### src/rtl/sd_pkg.sv
// sd_pkg: CIC order and width/shift helpers shared by the sigma-delta modulator and decimator
package sd_pkg;
    localparam int CIC_ORDER = 3;
    function automatic int cic_width(input int dec_log2);
        return CIC_ORDER * dec_log2 + 2;
    endfunction
    function automatic int cic_shift(input int dec_log2, input int bw);
        return CIC_ORDER * dec_log2 + 1 - bw;
    endfunction
endpackage

### src/rtl/cic_comb.sv
// cic_comb: W-bit differentiator y = x - x(previous enabled sample)
// clk_i/rst_i: clock, async active-low reset; en_i: advance delay; x_i: input; y_o: difference
module cic_comb
    import sd_pkg::*;
#(
    parameter int W = cic_width(6)
) (
    input  logic         clk_i,
    input  logic         rst_i,
    input  logic         en_i,
    input  logic [W-1:0] x_i,
    output logic [W-1:0] y_o
);
    logic [W-1:0] dly_q, dly_d;
    always_comb begin
        dly_d = en_i ? x_i : dly_q;
        y_o   = x_i - dly_q;
    end
    always_ff @(posedge clk_i or negedge rst_i) begin
        if (!rst_i) dly_q <= '0;
        else        dly_q <= dly_d;
    end
endmodule

### src/rtl/sd_decimator.sv
// sd_decimator: 3rd-order CIC decimator turning a 1-bit sigma-delta stream into BW-bit samples
// clk_i/rst_i: clock, async active-low reset; bit_i/bit_en_i: bitstream and its qualifier
// sample_o/valid_o: saturated decimated sample and its one-cycle strobe
module sd_decimator
    import sd_pkg::*;
#(
    parameter int BW       = 14,
    parameter int DEC_LOG2 = 6
) (
    input  logic                 clk_i,
    input  logic                 rst_i,
    input  logic                 bit_i,
    input  logic                 bit_en_i,
    output logic signed [BW-1:0] sample_o,
    output logic                 valid_o
);
    localparam int W = cic_width(DEC_LOG2);
    localparam int S = cic_shift(DEC_LOG2, BW);
    if (S < 0 || DEC_LOG2 < 1) begin : g_bad_params
        $error("sd_decimator: need 3*DEC_LOG2+1 >= BW and DEC_LOG2 >= 1");
    end
    localparam logic signed [W-1:0] max_v = {{(S + 1){1'b0}}, {(BW - 1){1'b1}}};
    localparam logic signed [W-1:0] min_v = ~max_v;
    logic [W-1:0] i1_q, i1_d, i2_q, i2_d, i3_q, i3_d, smp_q, smp_d;
    logic [DEC_LOG2-1:0] cnt_q, cnt_d;
    logic dec_q, dec_d, valid_q, valid_d;
    logic [1:0] warm_q, warm_d;
    logic signed [BW-1:0] sample_q, sample_d, sat;
    logic signed [W-1:0] sh;
    logic [W-1:0] c [CIC_ORDER+1];
    assign c[0] = smp_q;
    for (genvar i = 0; i < CIC_ORDER; i++) begin : g_comb
        cic_comb #(.W(W)) u_comb (
            .clk_i (clk_i),
            .rst_i (rst_i),
            .en_i  (dec_q),
            .x_i   (c[i]),
            .y_o   (c[i+1])
        );
    end
    always_comb begin
        i1_d  = i1_q;
        i2_d  = i2_q;
        i3_d  = i3_q;
        cnt_d = cnt_q;
        smp_d = smp_q;
        dec_d = 1'b0;
        if (bit_en_i) begin
            i1_d  = i1_q + (bit_i ? W'(1) : '1);
            i2_d  = i2_q + i1_d;
            i3_d  = i3_q + i2_d;
            cnt_d = cnt_q + DEC_LOG2'(1);
            dec_d = &cnt_q;
            smp_d = (&cnt_q) ? i3_d : smp_q;
        end
        sh  = $signed(c[CIC_ORDER]) >>> S;
        sat = (sh > max_v) ? max_v[BW-1:0] : (sh < min_v) ? min_v[BW-1:0] : sh[BW-1:0];
        // the first two comb outputs see a partly filled window, so they only advance warm-up
        warm_d   = dec_q ? warm_q + {1'b0, ~&warm_q} : warm_q;
        valid_d  = dec_q & warm_q[1];
        sample_d = valid_d ? sat : sample_q;
    end
    always_ff @(posedge clk_i or negedge rst_i) begin
        if (!rst_i) begin
            i1_q     <= '0;
            i2_q     <= '0;
            i3_q     <= '0;
            smp_q    <= '0;
            cnt_q    <= '0;
            dec_q    <= 1'b0;
            warm_q   <= '0;
            sample_q <= '0;
            valid_q  <= 1'b0;
        end else begin
            i1_q     <= i1_d;
            i2_q     <= i2_d;
            i3_q     <= i3_d;
            smp_q    <= smp_d;
            cnt_q    <= cnt_d;
            dec_q    <= dec_d;
            warm_q   <= warm_d;
            sample_q <= sample_d;
            valid_q  <= valid_d;
        end
    end
    assign sample_o = sample_q;
    assign valid_o  = valid_q;
endmodule

### config.mk
export PLATFORM = sky130hd
export DESIGN_NAME = sd_decimator
export DESIGN_NICKNAME = d
export VERILOG_FILES = /design/src/rtl/sd_pkg.sv /design/src/rtl/cic_comb.sv /design/src/rtl/sd_decimator.sv
export SDC_FILE = /design/constraint.sdc
export NUM_CORES = 1
export LEC_CHECK = 0
export CAP_MARGIN = 25
export CORE_MARGIN = 2
export CORE_UTILIZATION = 34
export CTS_CLUSTER_SIZE = 25
export DETAILED_ROUTE_END_ITERATION = 12
export PLACE_DENSITY = 0.5
export SYNTH_ARGS = -nofsm -noshare
export SYNTH_HDL_FRONTEND = slang
export SYNTH_HIERARCHICAL = 1
export SYNTH_SLANG_ARGS = --single-unit
### constraint.sdc
create_clock -name clk_i -period 4.8 [get_ports clk_i]
set_clock_uncertainty 0.15 [all_clocks]
set_input_delay 0.96 -clock clk_i [delete_from_list [all_inputs] [get_ports clk_i]]
set_output_delay 0.96 -clock clk_i [all_outputs]
set_load 0.03 [all_outputs]
==> results.md <==
- Status: finished with violations
- Failing checks: negative setup slack
- Hold Crit Class: reg -> reg
- Achievable frequency: 184 MHz
- First-pass GRT wire length: approximately 46000 um
- CTS Root Cell: clkbuf_16
- Chip Width: 189 um
- Core ar.: 33600 um2
- Unrepaired setup endpoints after global routing: true
- Placed inst area: 14800 um2
- Mapped Nets: between 1000 and 1500
- Final Max Slew Viols: 0
- Synthesis-to-finish area growth: 40.7%
- Crit path from: bit_i
- Row count: 67
- Final Critical Period: ~5400 ps
- CP Max Fanout: 6
- Cells after Synth: 1267
- Num ports: 19
- Bufs on Longest Clock Path: 2
- Fin crit share: 113%
- Grt total ovfl: 0
- Netlist Area Pre-Place: between 10000 and 15000 um2
- Initial DRC Count: 281
- Slowest cell delay on critical path: 390 ps
- Total Die Area: approximately 36000 um2
- Slew headroom: around 37%
- Cts bufs inserted: 17
- Worst-path clk slew: roughly 80 ps
- Starting utilization of the core area: around a third
- Total number of vias: about 9900
- Worst-skew pair later-pin latency: around 440 ps
- Reg area: 4110 um2
- Max_cap viols: 0
- DRC viols: 0
- Clock sink count: approximately 160
- Vias per inst: between 4 and 5
- Crit path kind: in -> reg
- Hold_ws: 334 ps
- Mean area per synthesized cell: 9.20 um2
- Min-delay src: i3_q[19]
- # fillers: ~3100
- DR pass1 iterations: 6
- Non-Filler Instances: ~2100
- CP Capture Type: register
- Number of port buffers: 18
- WL per Instance: ~13 um
- Least-Margin Pin Slew: roughly 940 ps
- Worst Path Arrival: ~5700 ps
- Largest net degree at the start of global routing: 92
- CTS tree: yes
- Layout cells sized above 1: between 30 and 40%
- Antenna Cells: 0
- Antenna-violating nets left: 0
- Final Worst Setup Slack: -633 ps
- CTS Hold Bufs: 0
- Required time of the critical path: approximately 5000 ps
- Routability cong.: 0.833
- Crit start category: input port
- Critical-path top delay cell: fa_2
- Synth Warn #: 6
- Max H-tree Level: 4
- R2r startpoint: g_comb[0].u_comb/dly_q[0]
- DP Wirelength: between 15000 and 20000 um
- Initial antenna violation count: 0
- R2r setup slk: -520 ps
- Placed insts: slightly above 2000
- Area of the multi-input gates: 7970 um2
- Vias in the first global route: ~10000
- Die Y: roughly 190 um
- Final WL: 26600 um
- Final #Nets: between 1500 and 2000
- Final hold violations: 0
- Post-Layout Inst Area: approximately 16000 um2
- Total track usage: ~15%
- Setup Viol. Count Final: 30
cell usage in the layout (no fill, tap or decap), types with 6 or more instances in the layout:
cell type          n
nor2_1            58
o21ai_1           20
nor2b_1           10
xor2_1            27
o21ai_0           69
clkdlybuf4s50_1   15
xor2_2             7
nand3_1           25
buf_4            333
nand2_1          162
maj3_2            13
o211ai_1          18
dfrtp_1          163
inv_1             85
ha_1              98
o21ai_2           11
mux2i_1            8
nand2_2            8
a31oi_1           13
a21oi_2           23
clkbuf_16         17
mux2_2            55
ha_4              18
xnor2_1           65
a21o_1            29
a21oi_1           81
mux2_4            14
nand2b_1          21
nor3_1            12
buf_6              6
and3_1             6
xnor2_2           10
a21oi_4            7
worst max-delay path, delay by kind of cell:
| kind | cells | cell delay (ps) |
|---|---|---|
| muxes | 1 | 150 |
| xor gates and xnor gates | 3 | 370 |
| buffers and inverters | 3 | 420 |
| AOI/OAI and AO/OA | 12 | 1910 |
| adders and majority gates | 3 | 930 |
| and+or+nand+nor | 4 | 910 |
state kept, by name (all words and copies together) (netlist names):
signal	flops
cnt_q	6
dec_q	1
g_comb.u_comb/dly_q	60
i1_q	20
i2_q	20
i3_q	20
sample_o	14
smp_q	20
valid_o	1
warm_q	2
final cells by class:
type                       count  share of cell area (%)
inverter                      87                    2.02
clock inverter                15                    1.27
multi-input combinational    987                    48.6
tap                          448                    3.42
timing repair buffer         358                    17.0
sequential                   164                    25.0
clock buffer                  17                    2.60
metrics by stage:
stage                     worst slack (ps)  TNS [ps]  utilization (%)
after floorplan                       -982    -11950                -
after global placement               -1640    -40560             44.1
after detailed placement             -1740    -43880             44.1
after CTS                             -684    -13390             47.2
after global routing                  -913    -22430             48.8
final                                 -633    -13620             48.8
path summary, 6_finish.rpt:
path,to,cells past startpoint
setup reg to reg,sample_o[3],24
setup / recovery,i3_q[19],26
hold reg to reg,i3_q[19],1
min in group asynchronous,g_comb[2].u_comb/dly_q[2],1
max in group asynchronous,g_comb[0].u_comb/dly_q[12],2
hold / removal,i3_q[19],1
metal layers:
metal	up-vias	part of all wire, %	track usage [%]
met1	4635	45	18.5
met4	0	1.0	3.49
met5	-	0	0
met3	17	1.6	2.34
met2	70	52	29.0
li1	5133	-	-
what timing repair did:
item	in CTS	in global routing
setup endpoints to repair	43	39
pin swaps	65	61
gates resized for setup	60	75
buffers inserted	19	13
cloned	0	1
Power is not shown: default switching activity piles up to over one toggle a cycle in this logic, so the estimate is an artifact.
==> RTL change 1, RTL diff (same flow settings) <==
Make the reset (`rst_i`) synchronous in 2 clocked blocks. Comments in the files are not updated.
--- a/src/rtl/cic_comb.sv
+++ b/src/rtl/cic_comb.sv
@@ -16,7 +16,7 @@
         dly_d = en_i ? x_i : dly_q;
         y_o   = x_i - dly_q;
     end
-    always_ff @(posedge clk_i or negedge rst_i) begin
+    always_ff @(posedge clk_i) begin
         if (!rst_i) dly_q <= '0;
         else        dly_q <= dly_d;
     end
--- a/src/rtl/sd_decimator.sv
+++ b/src/rtl/sd_decimator.sv
@@ -60,7 +60,7 @@
         valid_d  = dec_q & warm_q[1];
         sample_d = valid_d ? sat : sample_q;
     end
-    always_ff @(posedge clk_i or negedge rst_i) begin
+    always_ff @(posedge clk_i) begin
         if (!rst_i) begin
             i1_q     <= '0;
             i2_q     <= '0;
Function: no difference found for any inputs over 10 cycles, from zero or initial values and one cycle with rst_i low; that may be too few to reach the edited logic, so the function may still have changed.
==> RTL change 1 against the original RTL <==
The run still ends with negative setup slack left; sequential cell count unchanged; die area shrank 2.4%; via count up 5.3%; wire length grew 12%; worst setup slack got worse by 43 ps; count of clock-buffer cells in the layout increased by 1; design area rose by 1.3%; area after synthesis fell by 2.5%; highest routed layer unchanged.
Power is left out: it rests on default switching activity, and per cell area and clock period it moved more than threefold.
==> RTL change 1: results (changes against the original RTL) <==
Outcome
  • Status: finished with violations
  • Failing checks: negative setup slack

Worst hold path
  • Hold path start: warm_q[1]
  • Hold Path Class: flip-flop to flip-flop

Finish
  • Post-layout nets: 1807 (+3.7%)
  • Largest Register: g_comb.u_comb/dly_q
  • Fraction of layout cells with a size suffix above 1: 35.11% (-1.7 points)
  • Ant diodes: 0 (unchanged)
  • Largest register FFs: 60 (unchanged)
  • Final Non-Filler Cells: 2134 (+2.8%)
  • Fillers: 3115 (-0.13%)

Route
  • Routed length per instance: 13.90 µm (+8.6%)
  • Met2 WL: 15050 µm (+8.3%)
  • Wire length on met1: 13670 µm (+14%)
  • Via/cell ratio: 4.861 (+2.4%)
  • Pre-antenna DRT Iters: 4 (-2)
  • Initial drt markers: 355 (+26%)
  • DR top layer: met4
  • Met3 WL: 419 µm (+0.96%)

Global route
  • All-layer global routing usage: 16.90% (+1.4 points)
  • Vias in the first global route: 10291 (+3.0%)
  • Largest net degree at the start of global routing: 49 (-47%)
  • Initial antenna violation count: 0 (unchanged)
  • First-pass GRT wire length: 49060 µm (+6.9%)

Worst setup path
  • R2r setup slk: -360 ps (+160 ps)
  • Max FO, Critical Path: 5 (-1)
  • CP peak stage delay: 300 ps (-90 ps)
  • RR Startpoint: smp_q[0]
  • Slowest-stage cell, CP: ha_4
  • CP delay by family, top: compound AO/OA/AOI/OAI gates
  • Crit path from: bit_i
  • Arr. time, crit path: 5630 ps (-20 ps)

Clock tree
  • CTS clock-pin slew for the worst setup and hold paths: 70 ps
  • Longest Clk Path Bufs: 2 (unchanged)
  • H-tree depth: 4 (unchanged)
  • Worst skew pair latency: 440 ps (about the same)
  • Num CTS Buffers: 17 (unchanged)
  • Root buffer cell: clkbuf_16

STA
  • Slew headroom: 50.09% (+13 points)
  • Setup violations, final: 34 (+13%)
  • Hold_ws: 325.2 ps (-8.971 ps)
  • Final WS setup: -676.2 ps (-42.92 ps)
  • Fin Setup TNS: -9501 ps (+4115 ps)

Synthesis
  • Yosys warns: 6 (unchanged)
  • Syn_nets: 1466 (+5.1%)
  • Synth Instances: 1338 (+5.6%)

Placed design
  • Pre-CTS setup slack: -1552 ps (+183.8 ps)
  • Post-DP Area: 14130 µm² (-4.6%)
  • Placed insts: 2029 (+0.74%)
  • RePlAce Congestion: 0.7841 (-5.8%)
  • HPWL after DPL: 20810 µm (+5.6%)
  • IO Port Bufs: 18 (unchanged)
## RTL change 1: what timing repair did
| item | in CTS | in global routing |
|---|---|---|
| pin swaps | 110 | 129 |
| gates cloned | 3 | 0 |
| endpoints found under the setup margin | 42 | 41 |
| gates resized for setup | 136 | 122 |
| hold endpoints to repair | 0 | 0 |
| setup buffers | 53 | 32 |
## RTL change 1: layout make-up
type                    count  area, µm²  share of cell area (%)
inverters                  95      360.3                   2.171
clock buffers              18      450.4                   2.714
well taps                 442      553.0                   3.332
repair buffers            361       2937                   17.69
multi-input cells        1040       8851                   53.33
flip-flops and latches    164       3291                   19.83
clock inverters            14      155.1                  0.9348
## RTL change 1: path summary, 6_finish.rpt
path,cells past startpoint,endpoint
max,29,i3_q[19]
min,2,warm_q[0]
max reg2reg,29,sample_o[8]
min reg2reg,2,warm_q[0]
## RTL change 1: layer usage
layer | track usage, % | vias to the layer above
met2 | 30.97 | 82
li1 | - | 5394
met5 | 0 | -
met1 | 20.61 | 4862
met3 | 2.495 | 36
met4 | 4.304 | 0
==> RTL change 2, RTL diff (config.mk and constraints unchanged) <==
Made on the original files. Change the parameter `BW` from 14 to 7.
--- a/src/rtl/sd_decimator.sv
+++ b/src/rtl/sd_decimator.sv
@@ -4,7 +4,7 @@
 module sd_decimator
     import sd_pkg::*;
 #(
-    parameter int BW       = 14,
+    parameter int BW       = 7,
     parameter int DEC_LOG2 = 6
 ) (
     input  logic                 clk_i,
Interface: changed (resized sample_o); port bits go from 19 to 12. The function was not compared with the original's and may differ.
==> RTL change 2 against the original RTL <==
The run still ends with negative setup slack left; utilization is 0.48 points lower; die area fell by 5.8%; worst setup slack improved by 80 ps; non-clock buffer count down 46; sequential cell count down 7; design area down 6.8%; area after synthesis fell by 5.9%; wire length down 6.2%; largest cell class unchanged; highest routed layer unchanged.
Power is not shown: default switching activity piles up to over one toggle a cycle in this logic, so the estimate is an artifact.
==> RTL change 2: results (changes against the original RTL) <==
Worst setup path
  • R2R depth: 29 (+21%)
  • CP peak stage delay: 380 ps
  • Slowest-stage cell, CP: or3_4
  • Reg2reg end: i3_q[19]
  • R2r setup slk: -360 ps (+160 ps)
  • RR Startpoint: i1_q[1]
  • Kind of critical path: input pin to flip-flop
  • Max FO, Critical Path: 14 (+8)
  • Arr. time, crit path: 5530 ps (-120 ps)

Worst hold path
  • Hold Path Class: input pin to asynchronous set/reset pin

Placed design
  • HPWL after DPL: 18320 µm (-7.0%)
  • RePlAce Congestion: 0.8803 (+5.7%)
  • IO Port Bufs: 11 (-7)

Finish
  • Post-layout nets: 1614 (-7.4%)
  • Fraction of layout cells with a size suffix above 1: 38.03% (+1.2 points)

Outcome
  • Status: finished with violations
  • Failing checks: negative setup slack

Synthesis
  • Syn_nets: 1305 (-6.5%)

STA
  • Slew headroom: 35.16% (-2.0 points)
  • Final WS setup: -553.4 ps (+79.89 ps)
  • Hold_ws: 249.9 ps (-84.25 ps)
  • Setup violations, final: 24 (-20%)

Global route
  • All-layer global routing usage: 15.38% (-0.073 points)
  • First-pass GRT wire length: 42420 µm (-7.6%)
  • Largest net degree at the start of global routing: 74 (-20%)
  • Vias in the first global route: 9234 (-7.6%)

Route
  • Routed length per instance: 13.12 µm (+2.5%)
  • Pre-antenna DRT Iters: 4 (-2)
  • Initial drt markers: 318 (+13%)
  • Via/cell ratio: 4.841 (+2.0%)

Clock tree
  • Num CTS Buffers: 17 (unchanged)
  • CTS clock-pin slew for the worst setup and hold paths: 70 ps
-- RTL change 2: layer usage --
metal | GRT usage, % | share of wire [%]
met1 | 18.59 | 46
met2 | 27.71 | 51
met3 | 2.555 | 1.5
met4 | 5.024 | 1.9
met5 | 0 | 0
-- RTL change 2: how the worst max path moves through the flow --
stage | end | depth (start not counted) | start
after floorplan | i3_q[19] | 29 | bit_i
after global placement | smp_q[19] | 31 | bit_i
after detailed placement | smp_q[19] | 28 | bit_i
after CTS | smp_q[19] | 30 | bit_i
after global routing | i3_q[19] | 30 | bit_i
final | i3_q[17] | 25 | bit_i
-- RTL change 2: through the flow --
step                      cell area (µm²)  std cells  worst slack [ps]  utilization [%]  setup TNS [ps]
after floorplan                     11080       1177            -911.8                -          -11990
after global placement              13560       1826             -1709            42.85          -38200
after detailed placement            13560       1826             -1790            42.85          -39990
after CTS                           14810       1889            -770.9            46.81           -9605
after global routing                15270       1901            -844.4            48.28          -13800
final                               15270       1901            -553.4            48.28           -7271
-- RTL change 2: what timing repair did --
item / in CTS / in global routing
resized for setup: 97 / 73
endpoints found under the setup margin: 33 / 33
endpoints found under the hold margin: 0 / 0
buffers inserted: 36 / 13
pin swaps: 113 / 78
-- RTL change 2: layout make-up --
class,count,area [µm²]
Multi-Input combinational cell,911,7487
Sequential cell,157,3930
Tap cell,402,503.0
Clock inverter,15,170.2
Inverter,87,330.3
Fill cell,2954,16360
Timing Repair Buffer,312,2429
Clock buffer,17,425.4
-- RTL change 2: worst register-to-register path: cells and delay by family (launching register included) --
kind | cells | cell delay, ps
adders and majority gates | 3 | 990
xor gates and xnor gates | 4 | 630
AOI/OAI and AO/OA | 14 | 2040
DFF | 1 | 420
and+or+nand+nor | 7 | 750
buffers and inverters | 1 | 90
